--- src/rtl/pcm_i2s_tx.sv ---
// pcm_i2s_tx
// Stereo PCM to Philips I2S transmitter, bus master. Left/right sample pairs
// are pushed on a one-cycle strobe into a small FIFO and serialised MSB first,
// 32 BCLK periods per frame, with LRCLK leading the data by one BCLK.
// BCLK and LRCLK are derived from clk by an internal divider.
//
// Parameters
//   CLK_DIV     BCLK half-period in clk cycles (>= 1)
//   DEPTH_LOG2  FIFO depth is 2**DEPTH_LOG2 pairs (>= 1)
//
// Ports
//   clk        system clock, all state changes on its rising edge
//   rst_n      asynchronous active-low reset
//   stb_in     push strobe for left/right
//   left/right signed 16-bit samples
//   full       FIFO holds DEPTH pairs
//   level      number of stored pairs
//   overflow   one-cycle pulse when a push is dropped
//   underrun   one-cycle pulse when a frame starts with the FIFO empty
//   i2s_bclk   bit clock
//   i2s_lrclk  word select, 0 = left, 1 = right
//   i2s_sdata  serial data, changes only on BCLK falling edges
module pcm_i2s_tx #(
  parameter int CLK_DIV    = 4,
  parameter int DEPTH_LOG2 = 2
) (
  input  logic                  clk,
  input  logic                  rst_n,
  input  logic                  stb_in,
  input  logic [15:0]           left,
  input  logic [15:0]           right,
  output logic                  full,
  output logic [DEPTH_LOG2:0]   level,
  output logic                  overflow,
  output logic                  underrun,
  output logic                  i2s_bclk,
  output logic                  i2s_lrclk,
  output logic                  i2s_sdata
);

  localparam int DEPTH = 1 << DEPTH_LOG2;
  localparam int CW    = (CLK_DIV > 1) ? $clog2(CLK_DIV) : 1;
  localparam logic [CW-1:0]         DIV_LAST   = CW'(CLK_DIV - 1);
  localparam logic [DEPTH_LOG2:0]   LEVEL_FULL = {1'b1, {DEPTH_LOG2{1'b0}}};

  // Divider and frame state
  logic [CW-1:0]         div_q, div_d;
  logic                  bclk_q, bclk_d;
  logic [4:0]            slot_q, slot_d;
  logic                  lrclk_q, lrclk_d;
  logic                  sdata_q, sdata_d;
  logic [31:0]           shift_q, shift_d;

  // FIFO state
  logic [DEPTH_LOG2:0]   wr_ptr_q, wr_ptr_d;
  logic [DEPTH_LOG2:0]   rd_ptr_q, rd_ptr_d;
  logic [31:0]           mem [DEPTH];
  logic [31:0]           pop_word;

  logic                  overflow_q, overflow_d;
  logic                  underrun_q, underrun_d;

  logic                  div_tc;
  logic                  fall_evt;
  logic                  frame_start;
  logic                  empty;
  logic                  push_ok;
  logic                  push_drop;

  // Pointers carry one extra wrap bit so full and empty are distinguishable.
  assign level     = wr_ptr_q - rd_ptr_q;
  assign full      = (level == LEVEL_FULL);
  assign empty     = (wr_ptr_q == rd_ptr_q);
  assign pop_word  = mem[rd_ptr_q[DEPTH_LOG2-1:0]];

  assign div_tc      = (div_q == DIV_LAST);
  assign fall_evt    = div_tc && bclk_q;
  // Slot counter resets to 31 so the first fall event after reset opens a frame.
  assign frame_start = fall_evt && (slot_q == 5'd31);

  // Full/empty are judged on the registered state, so a same-cycle pop
  // never rescues a push into a full FIFO.
  assign push_ok   = stb_in && !full;
  assign push_drop = stb_in && full;

  always_comb begin
    div_d      = div_q;
    bclk_d     = bclk_q;
    slot_d     = slot_q;
    lrclk_d    = lrclk_q;
    sdata_d    = sdata_q;
    shift_d    = shift_q;
    wr_ptr_d   = wr_ptr_q;
    rd_ptr_d   = rd_ptr_q;
    overflow_d = push_drop;
    underrun_d = 1'b0;

    if (div_tc) begin
      div_d  = '0;
      bclk_d = ~bclk_q;
    end else begin
      div_d = div_q + 1'b1;
    end

    if (fall_evt) begin
      slot_d  = slot_q + 5'd1;
      // LRCLK switches one slot ahead of each channel's MSB.
      lrclk_d = (slot_d >= 5'd15) && (slot_d <= 5'd30);
      if (frame_start) begin
        if (empty) begin
          shift_d    = '0;
          underrun_d = 1'b1;
        end else begin
          shift_d  = pop_word;
          rd_ptr_d = rd_ptr_q + 1'b1;
        end
      end else begin
        shift_d = {shift_q[30:0], 1'b0};
      end
      sdata_d = shift_d[31];
    end

    if (push_ok) begin
      wr_ptr_d = wr_ptr_q + 1'b1;
    end
  end

  always_ff @(posedge clk or negedge rst_n) begin
    if (!rst_n) begin
      div_q      <= '0;
      bclk_q     <= 1'b0;
      slot_q     <= 5'd31;
      lrclk_q    <= 1'b0;
      sdata_q    <= 1'b0;
      shift_q    <= '0;
      wr_ptr_q   <= '0;
      rd_ptr_q   <= '0;
      overflow_q <= 1'b0;
      underrun_q <= 1'b0;
    end else begin
      div_q      <= div_d;
      bclk_q     <= bclk_d;
      slot_q     <= slot_d;
      lrclk_q    <= lrclk_d;
      sdata_q    <= sdata_d;
      shift_q    <= shift_d;
      wr_ptr_q   <= wr_ptr_d;
      rd_ptr_q   <= rd_ptr_d;
      overflow_q <= overflow_d;
      underrun_q <= underrun_d;
    end
  end

  // Sample storage needs no reset: the pointers alone define what is valid.
  always_ff @(posedge clk) begin
    if (push_ok) begin
      mem[wr_ptr_q[DEPTH_LOG2-1:0]] <= {left, right};
    end
  end

  assign i2s_bclk  = bclk_q;
  assign i2s_lrclk = lrclk_q;
  assign i2s_sdata = sdata_q;
  assign overflow  = overflow_q;
  assign underrun  = underrun_q;

endmodule

--- config.mk ---
export PLATFORM = sky130hd
export DESIGN_NAME = pcm_i2s_tx
export DESIGN_NICKNAME = d
export VERILOG_FILES = /design/src/rtl/pcm_i2s_tx.sv
export SDC_FILE = /design/constraint.sdc
export NUM_CORES = 1
export LEC_CHECK = 0
export CAP_MARGIN = 10
export CORE_ASPECT_RATIO = 1.2
export CORE_UTILIZATION = 60
export CTS_BUF_LIST = sky130_fd_sc_hd__clkbuf_16
export DETAILED_ROUTE_END_ITERATION = 12
export HOLD_SLACK_MARGIN = 0.03
export PLACE_DENSITY = 0.77
export SLEW_MARGIN = 20
export SYNTH_ARGS = -nofsm -noshare
export SYNTH_HDL_FRONTEND = slang
export SYNTH_SLANG_ARGS = --single-unit
--- constraint.sdc ---
create_clock -name clk -period 5.5 [get_ports clk]
set_input_delay 1.1 -clock clk [delete_from_list [all_inputs] [get_ports clk]]
set_output_delay 1.1 -clock clk [all_outputs]
set_load 0.02 [all_outputs]
==> results by group, run 1 <==
Timing
  • Slew at the pin closest to its max-slew limit: 0.875 ns
  • Slew Viols, Final: 0
  • Relative slew slack: 41.5%
  • Tcrit/Tclk final: 67.4%
  • Setup Viol. Count Final: 0
  • Fin Clk Skew: 0.0126 ns
  • TNS Setup: 0 ns
  • Peak Freq: 270 MHz
  • Post-layout min period: 3.71 ns
  • Final worst slack: 1.79 ns
  • RSZ-0062 raised after global routing: false
  • Final Hold Fails: 0

Synth
  • Synth warn: 0
  • Post-synth cell types: 41
  • Synthesized area per cell: 16.7 µm²
  • Post-synthesis sequential area ratio: 70.4%
  • Cells after Synth: 432
  • Ys async rst share: 27.7%
  • Cell taking the most area after synthesis: edfxtp_1
  • EDFF count, synth: 128
  • Cell Area, Synth: 0.00721 mm²
  • Synth Register Bits: 177
  • Most common cell in the synthesized netlist: edfxtp_1
  • Largest cells by area after synthesis: edfxtp_1 (53%), dfrtp_1 (15%), mux4_2 (9.1%)
  • Synth Net Count: 480
  • Main synth FF type: edfxtp_1
  • Most frequent cells after synthesis: edfxtp_1 (128), dfrtp_1 (44), nand2_1 (40)
  • Area fraction of the dominant cell type after synthesis: 53.3%

Job
  • Max Cap Viol: 0

Pwr
  • Static leakage: 2.98 nW
  • Overall power: 0.00329 W
  • Sw power: 0.000833 W
  • Reg power frac: 52.0%
  • Clk pwr share: 35.1%
  • VDD IR-drop max: 0.000238 V
  • Sw Ratio: 25.4%
  • Gate power share: 12.9%
  • Cell Int Power: 0.00245 W
  • Power per cell area: 396 mW/mm²

Critical path
  • Register-to-Register Path Depth: 7
  • R2r endpoint: mem[2][0]$_DFFE_PP_
  • Arrival @ worst endpoint: 2.61 ns
  • CP Max Fanout: 6
  • CP Launch Type: flop
  • Crit path capture type: primary output
  • Max stage delay cell, worst path: clkdlybuf4s50_1
  • Type of the worst setup path: flop to primary output
  • Largest stage delay, worst path: 0.59 ns
  • Cell mode on critical path: inv_1
  • Cells along the critical path: inv_1, ha_1, fa_1, xor3_2, nand3_4, inv_1, clkdlybuf4s50_1
  • Critical Path RT: 4.40 ns
  • Flop-to-flop setup slack: 2.49 ns
  • Worst r2r src: wr_ptr_q[0]$_DFFE_PN0P_

Die
  • Initial core utilization: 62.1%
  • # rows: 43
  • Die Wd: 102 µm
  • Core area: 0.0116 mm²
  • Top-level port count: 44
  • Die Ht: 122 µm
  • Die Area: 0.0125 mm²

Global routing
  • Tot GR Track Use: 22.9%
  • Global-route wire length before repair: 20.6 mm
  • Initial antenna violation count: 0
  • Vias in the first global route: 4,004
  • Grt total ovfl: 0
  • Pin count of the biggest net entering global routing: 69

Placed design
  • IO Port Bufs: 43
  • Hpwl dp: 6.93 mm
  • Placer congestion estimate: 0.747
  • Dpl ws: 2.26 ns

Clocking
  • Max Root-Sink Buffers: 2
  • TritonCTS clock tree: yes
  • H-tree depth: 4
  • Clk Latency, worst-skew pair: 0.42 ns
  • Clock sink count: 177
  • Cts-stage hold buffer count: 0
  • Num CTS Buffers: 17
  • CTS Root Cell: clkbuf_16
  • Post-CTS Resized: 0
  • Post-CTS Setup Bufs: 0
  • Clock slew at reported path FFs: 0.07 ns

Detailed routing
  • Residual DRC: 0
  • Wire length per cell: 19.5 µm
  • Number of detailed-route iterations in the first pass: 4
  • Vias per cell: 5.88
  • Total wire length: 12.6 mm
  • Via count: 3,799
  • 1st-iter DRT viols: 206
  • DRT antenna net count: 0

Run status
  • Outcome: finished, final reports clean

Final layout
  • Fill cells: 747
  • Layout net count: 524
  • Antenna Cells: 0
  • Area grow syn2layout: 15.1%
  • Share of cells above drive strength 1: 17.2%

Min path
  • Hold Crit Class: flop to flop
  • Hold endpoint: div_q[0]$_DFF_PN0_
  • Hold Path Stages: 1
  • Min-delay src: div_q[0]$_DFF_PN0_
==> cells by family (layout without fill, tap and decap cells) <==
| family | Yosys count | count (layout) | synth area share, % |
|---|---|---|---|
| XOR/XNOR | 10 | 10 | 1.44 |
| flip-flops | 177 | 177 | 70.4 |
| adder cells (fa/ha/maj) | 13 | 13 | 2.36 |
| buffers and inverters | 35 | 92 | 2.83 |
| AND/OR/NAND/NOR | 91 | 91 | 6.66 |
| multiplexers | 34 | 34 | 10.5 |
| AO/OA/AOI/OAI | 72 | 72 | 5.81 |
==> state kept, by name, summed over array words and instances (netlist names) <==
register	cells
i2s_lrclk	1
underrun	1
rd_ptr_q	3
div_q	2
slot_q	5
wr_ptr_q	3
overflow	1
i2s_sdata	1
shift_q	31
i2s_bclk	1
mem	128
==> worst max-delay path: cells and delay by family, from the launching register on <==
kind	cells	cell delay, ns
and+or+nand+nor	1	0.10
DFF	1	0.41
xor gates and xnor gates	1	0.26
buffers and inverters	3	0.78
adders and majority gates	2	0.62
==> how the worst max path moves through the flow <==
stage | endpoint | start | slack [ns]
3_5_place_dp | full | wr_ptr_q[0]$_DFFE_PN0P_ | 2.26
2_1_floorplan | mem[1][0]$_DFFE_PP_ | wr_ptr_q[0]$_DFFE_PN0P_ | 2.77
5_1_grt | full | wr_ptr_q[0]$_DFFE_PN0P_ | 1.72
3_3_place_gp | mem[2][10]$_DFFE_PP_ | stb_in | 2.33
4_1_cts | full | wr_ptr_q[0]$_DFFE_PN0P_ | 1.80
6_report | full | wr_ptr_q[0]$_DFFE_PN0P_ | 1.79
==> per-layer routing <==
metal | vias to the layer above | wire, µm | track usage, %
li1 | 1742 | - | -
met1 | 1948 | 5150 | 28.6
met2 | 96 | 6740 | 39.1
met3 | 13 | 519 | 5.68
met4 | 0 | 168 | 8.13
met5 | - | 0 | 0
==> through the flow <==
step           cells  util [%]  cell area [µm²]  hold slack [ns]
2_1_floorplan    432         -             7210            0.410
3_3_place_gp     614      66.5             7730            0.421
3_5_place_dp     614      66.5             7730            0.439
4_1_cts          646      71.4             8300            0.448
5_1_grt          646      71.5             8300            0.471
6_report         646      71.5             8300            0.442
==> power by group through the flow <==
stage	registers, W	logic [W]	clock network (W)
2_1_floorplan	0.00172	0.000251	0
3_3_place_gp	0.00172	0.000418	0
3_5_place_dp	0.00174	0.000427	0
4_1_cts	0.00171	0.000436	0.00117
5_1_grt	0.00172	0.000460	0.00123
6_report	0.00171	0.000423	0.00115
==> cell usage in the layout, fill, tap and decap left out, drive strengths merged, types with 12 or more instances in the layout <==
cell type,instances
edfxtp,128
dfrtp,44
clkdlybuf4s50,42
nand2,41
o21ai,34
mux4,32
nor2b,31
a31oi,31
inv,18
clkbuf,17
ha,12
==> final cells by class <==
class                   count  area (µm²)  share of cell area (%)
clock buffers              17         425                    5.12
multi-input cells         220        1940                    23.4
repair buffers             51         485                    5.85
inverters                   9        33.8                   0.407
flip-flops and latches    177        5080                    61.1
well taps                 157         196                    2.37
clock inverters            15         144                    1.73
No activity file was read; power rests on OpenSTA's default activity.
==> run 2, diff against run 1 <==
--- a/config.mk
+++ b/config.mk
@@ -7,11 +7,11 @@
 export LEC_CHECK = 0
 export CAP_MARGIN = 10
 export CORE_ASPECT_RATIO = 1.2
-export CORE_UTILIZATION = 60
+export CORE_UTILIZATION = 59
 export CTS_BUF_LIST = sky130_fd_sc_hd__clkbuf_16
 export DETAILED_ROUTE_END_ITERATION = 12
 export HOLD_SLACK_MARGIN = 0.03
-export PLACE_DENSITY = 0.77
+export PLACE_DENSITY = 0.76
 export SLEW_MARGIN = 20
 export SYNTH_ARGS = -nofsm -noshare
 export SYNTH_HDL_FRONTEND = slang
==> constraint.sdc (replaced) <==
create_clock -name clk -period 3.83 [get_ports clk]
set_input_delay 0.766 -clock clk [delete_from_list [all_inputs] [get_ports clk]]
set_output_delay 0.766 -clock clk [all_outputs]
set_load 0.02 [all_outputs]
==> results by group, run 2 (synthesis results as in run 1) <==
Die
  • Initial core utilization: 61.5% (was 62.1%)
  • Die Ht: 123 µm (was 122 µm)
  • Core area: 0.0117 mm² (was 0.0116 mm²)
  • Top-level port count: 44 (unchanged)
  • # rows: 43 (unchanged)
  • Die Wd: 103 µm (was 102 µm)
  • Die Area: 0.0127 mm² (was 0.0125 mm²)

Detailed routing
  • Residual DRC: 0 (unchanged)
  • Vias per cell: 5.84 (was 5.88)
  • 1st-iter DRT viols: 159 (was 206)
  • Number of detailed-route iterations in the first pass: 4 (unchanged)
  • DRT antenna net count: 0 (unchanged)
  • Via count: 3,777 (was 3,799)
  • Wire length per cell: 18.5 µm (was 19.5 µm)
  • Total wire length: 12.0 mm (was 12.6 mm)

Timing
  • Slew at the pin closest to its max-slew limit: 0.792 ns (was 0.875 ns)
  • Setup Viol. Count Final: 0 (unchanged)
  • Peak Freq: 299 MHz
  • RSZ-0062 raised after global routing: false (unchanged)
  • Tcrit/Tclk final: 87.5%
  • TNS Setup: 0 ns (unchanged)
  • Relative slew slack: 47.2% (was 41.5%)
  • Slew Viols, Final: 0 (unchanged)
  • Final Hold Fails: 0 (unchanged)
  • Fin Clk Skew: 0.00827 ns (was 0.0126 ns)
  • Final worst slack: 0.480 ns (was 1.79 ns)
  • Post-layout min period: 3.35 ns

Final layout
  • Max reg flops: 128 (unchanged)
  • Fin cells: 647 (was 646)
  • Finished Core Util: 70.6% (was 71.5%)
  • Area grow syn2layout: 14.8% (was 15.1%)
  • Antenna Cells: 0 (unchanged)
  • Most frequent cells in the layout: edfxtp_1 (128), dfrtp_1 (43), clkdlybuf4s50_1 (42) (unchanged)
  • Share of cells above drive strength 1: 17.1% (was 17.2%)
  • Commonest non-fill, non-tap cell in the layout: edfxtp_1 (unchanged)
  • Layout net count: 525 (was 524)

Placed design
  • Hpwl dp: 6.66 mm (was 6.93 mm)
  • Placed cell count: 615 (was 614)
  • Dpl ws: 0.924 ns (was 2.26 ns)
  • Placer congestion estimate: 0.788 (was 0.747)
  • IO Port Bufs: 43 (unchanged)

Critical path
  • CP Max Fanout: 6 (unchanged)
  • Crit path capture type: primary output (unchanged)
  • Flop-to-flop setup slack: 1.30 ns (was 2.49 ns)
  • R2r endpoint: shift_q[11]$_DFFE_PN0P_ (was mem[2][0]$_DFFE_PP_)
  • Type of the worst setup path: flop to primary output (unchanged)
  • CP Launch Type: flop (unchanged)
  • Critical Path RT: 3.06 ns (was 4.40 ns)
  • Worst r2r src: slot_q[1]$_DFFE_PN1P_ (was wr_ptr_q[0]$_DFFE_PN0P_)
  • Arrival @ worst endpoint: 2.58 ns (was 2.61 ns)
  • Register-to-Register Path Depth: 7 (unchanged)

Clocking
  • Max Root-Sink Buffers: 2 (unchanged)
  • H-tree depth: 4 (unchanged)
  • Clk Latency, worst-skew pair: 0.42 ns (about the same)
  • CTS Root Cell: clkbuf_16 (unchanged)
  • Post-CTS Setup Bufs: 0 (unchanged)
  • Post-CTS Resized: 0 (unchanged)
  • Cts-stage hold buffer count: 0 (unchanged)
  • Num CTS Buffers: 17 (unchanged)
  • Clock sink count: 177 (unchanged)
  • Clock slew at reported path FFs: 0.06 ns (was 0.07 ns)
  • TritonCTS clock tree: yes (unchanged)

Pwr
  • VDD IR-drop max: 0.000314 V (was 0.000238 V)
  • Overall power: 0.00460 W (was 0.00329 W)
  • Power per cell area: 556 mW/mm² (was 396 mW/mm²)
  • Static leakage: 2.98 nW (about the same)

Job
  • Max Cap Viol: 0 (unchanged)

Global routing
  • Initial antenna violation count: 0 (unchanged)
  • Grt total ovfl: 0 (unchanged)
  • Tot GR Track Use: 21.6% (was 22.9%)
  • Vias in the first global route: 3,940 (was 4,004)
  • Global-route wire length before repair: 19.7 mm (was 20.6 mm)
  • Pin count of the biggest net entering global routing: 69 (unchanged)

Run status
  • Outcome: finished, final reports clean (unchanged)

Min path
  • Hold Crit Class: input port to asynchronous set/reset pin (was flop to flop)
-- run 2: cell types whose count changed in the layout (fill, tap and decap cells not counted), sizes merged --
cell | before | now
buf | 9 | 10
inv | 18 | 17
clkinv | 4 | 5
bufinv | 1 | 0
clkbuf | 17 | 18
-- run 2: how the worst max path moves through the flow --
| stage | from | end | cells past startpoint |
|---|---|---|---|
| after floorplan | wr_ptr_q[0]$_DFFE_PN0P_ | mem[1][0]$_DFFE_PP_ | 6 |
| after global placement | wr_ptr_q[0]$_DFFE_PN0P_ | full | 7 |
| after detailed placement | wr_ptr_q[0]$_DFFE_PN0P_ | full | 7 |
| after CTS | wr_ptr_q[0]$_DFFE_PN0P_ | full | 7 |
| after global routing | wr_ptr_q[0]$_DFFE_PN0P_ | full | 7 |
| final | wr_ptr_q[0]$_DFFE_PN0P_ | full | 7 |
-- run 2: per-layer routing --
layer / vias to the layer above / global-route usage (%) / routed length (µm) / part of all wire [%]
met2: 76 / 35.9 / 6260 / 52
met1: 1939 / 27.1 / 5020 / 42
met3: 19 / 5.60 / 494 / 4.1
met4: 0 / 9.24 / 184 / 1.5
li1: 1743 / - / - / -
met5: - / 0 / 0 / 0
-- run 2: power by group --
group          leakage (nW)  total, W  switching, W  internal, W
clock network         0.279   0.00155      0.000683     0.000863
registers              1.83   0.00245     0.0000701      0.00238
logic                 0.876  0.000605      0.000381     0.000224
-- run 2: critical path, stage by stage (launching register included) --
cell and delay [ns]:
dfrtp_1 0.41, inv_1 0.11, ha_1 0.22, fa_1 0.38
xor3_2 0.27, nand3_4 0.11, inv_1 0.08, clkdlybuf4s50_1 0.60
-- run 2: layout make-up --
type | count | area, µm²
Tap cell | 157 | 196
Timing Repair Buffer | 52 | 493
Sequential cell | 177 | 5080
Multi-Input combinational cell | 220 | 1940
Fill cell | 805 | 3450
Clock buffer | 18 | 450
Clock inverter | 14 | 86.3
Inverter | 9 | 33.8
-- run 2: through the flow --
stage               instance area [µm²]  hold WS [ns]
finish                             8280         0.372
global placement                   7740         0.420
CTS                                8270         0.386
floorplan                          7210         0.410
global route                       8280         0.425
detailed placement                 7740         0.429
==> run 3, diff against run 2 <==
--- a/config.mk
+++ b/config.mk
@@ -16,3 +16,4 @@
 export SYNTH_ARGS = -nofsm -noshare
 export SYNTH_HDL_FRONTEND = slang
 export SYNTH_SLANG_ARGS = --single-unit
+export TNS_END_PERCENT = 100
==> results of run 3 <==
No change in the layout: final DEF, timing and power equal those of run 2.
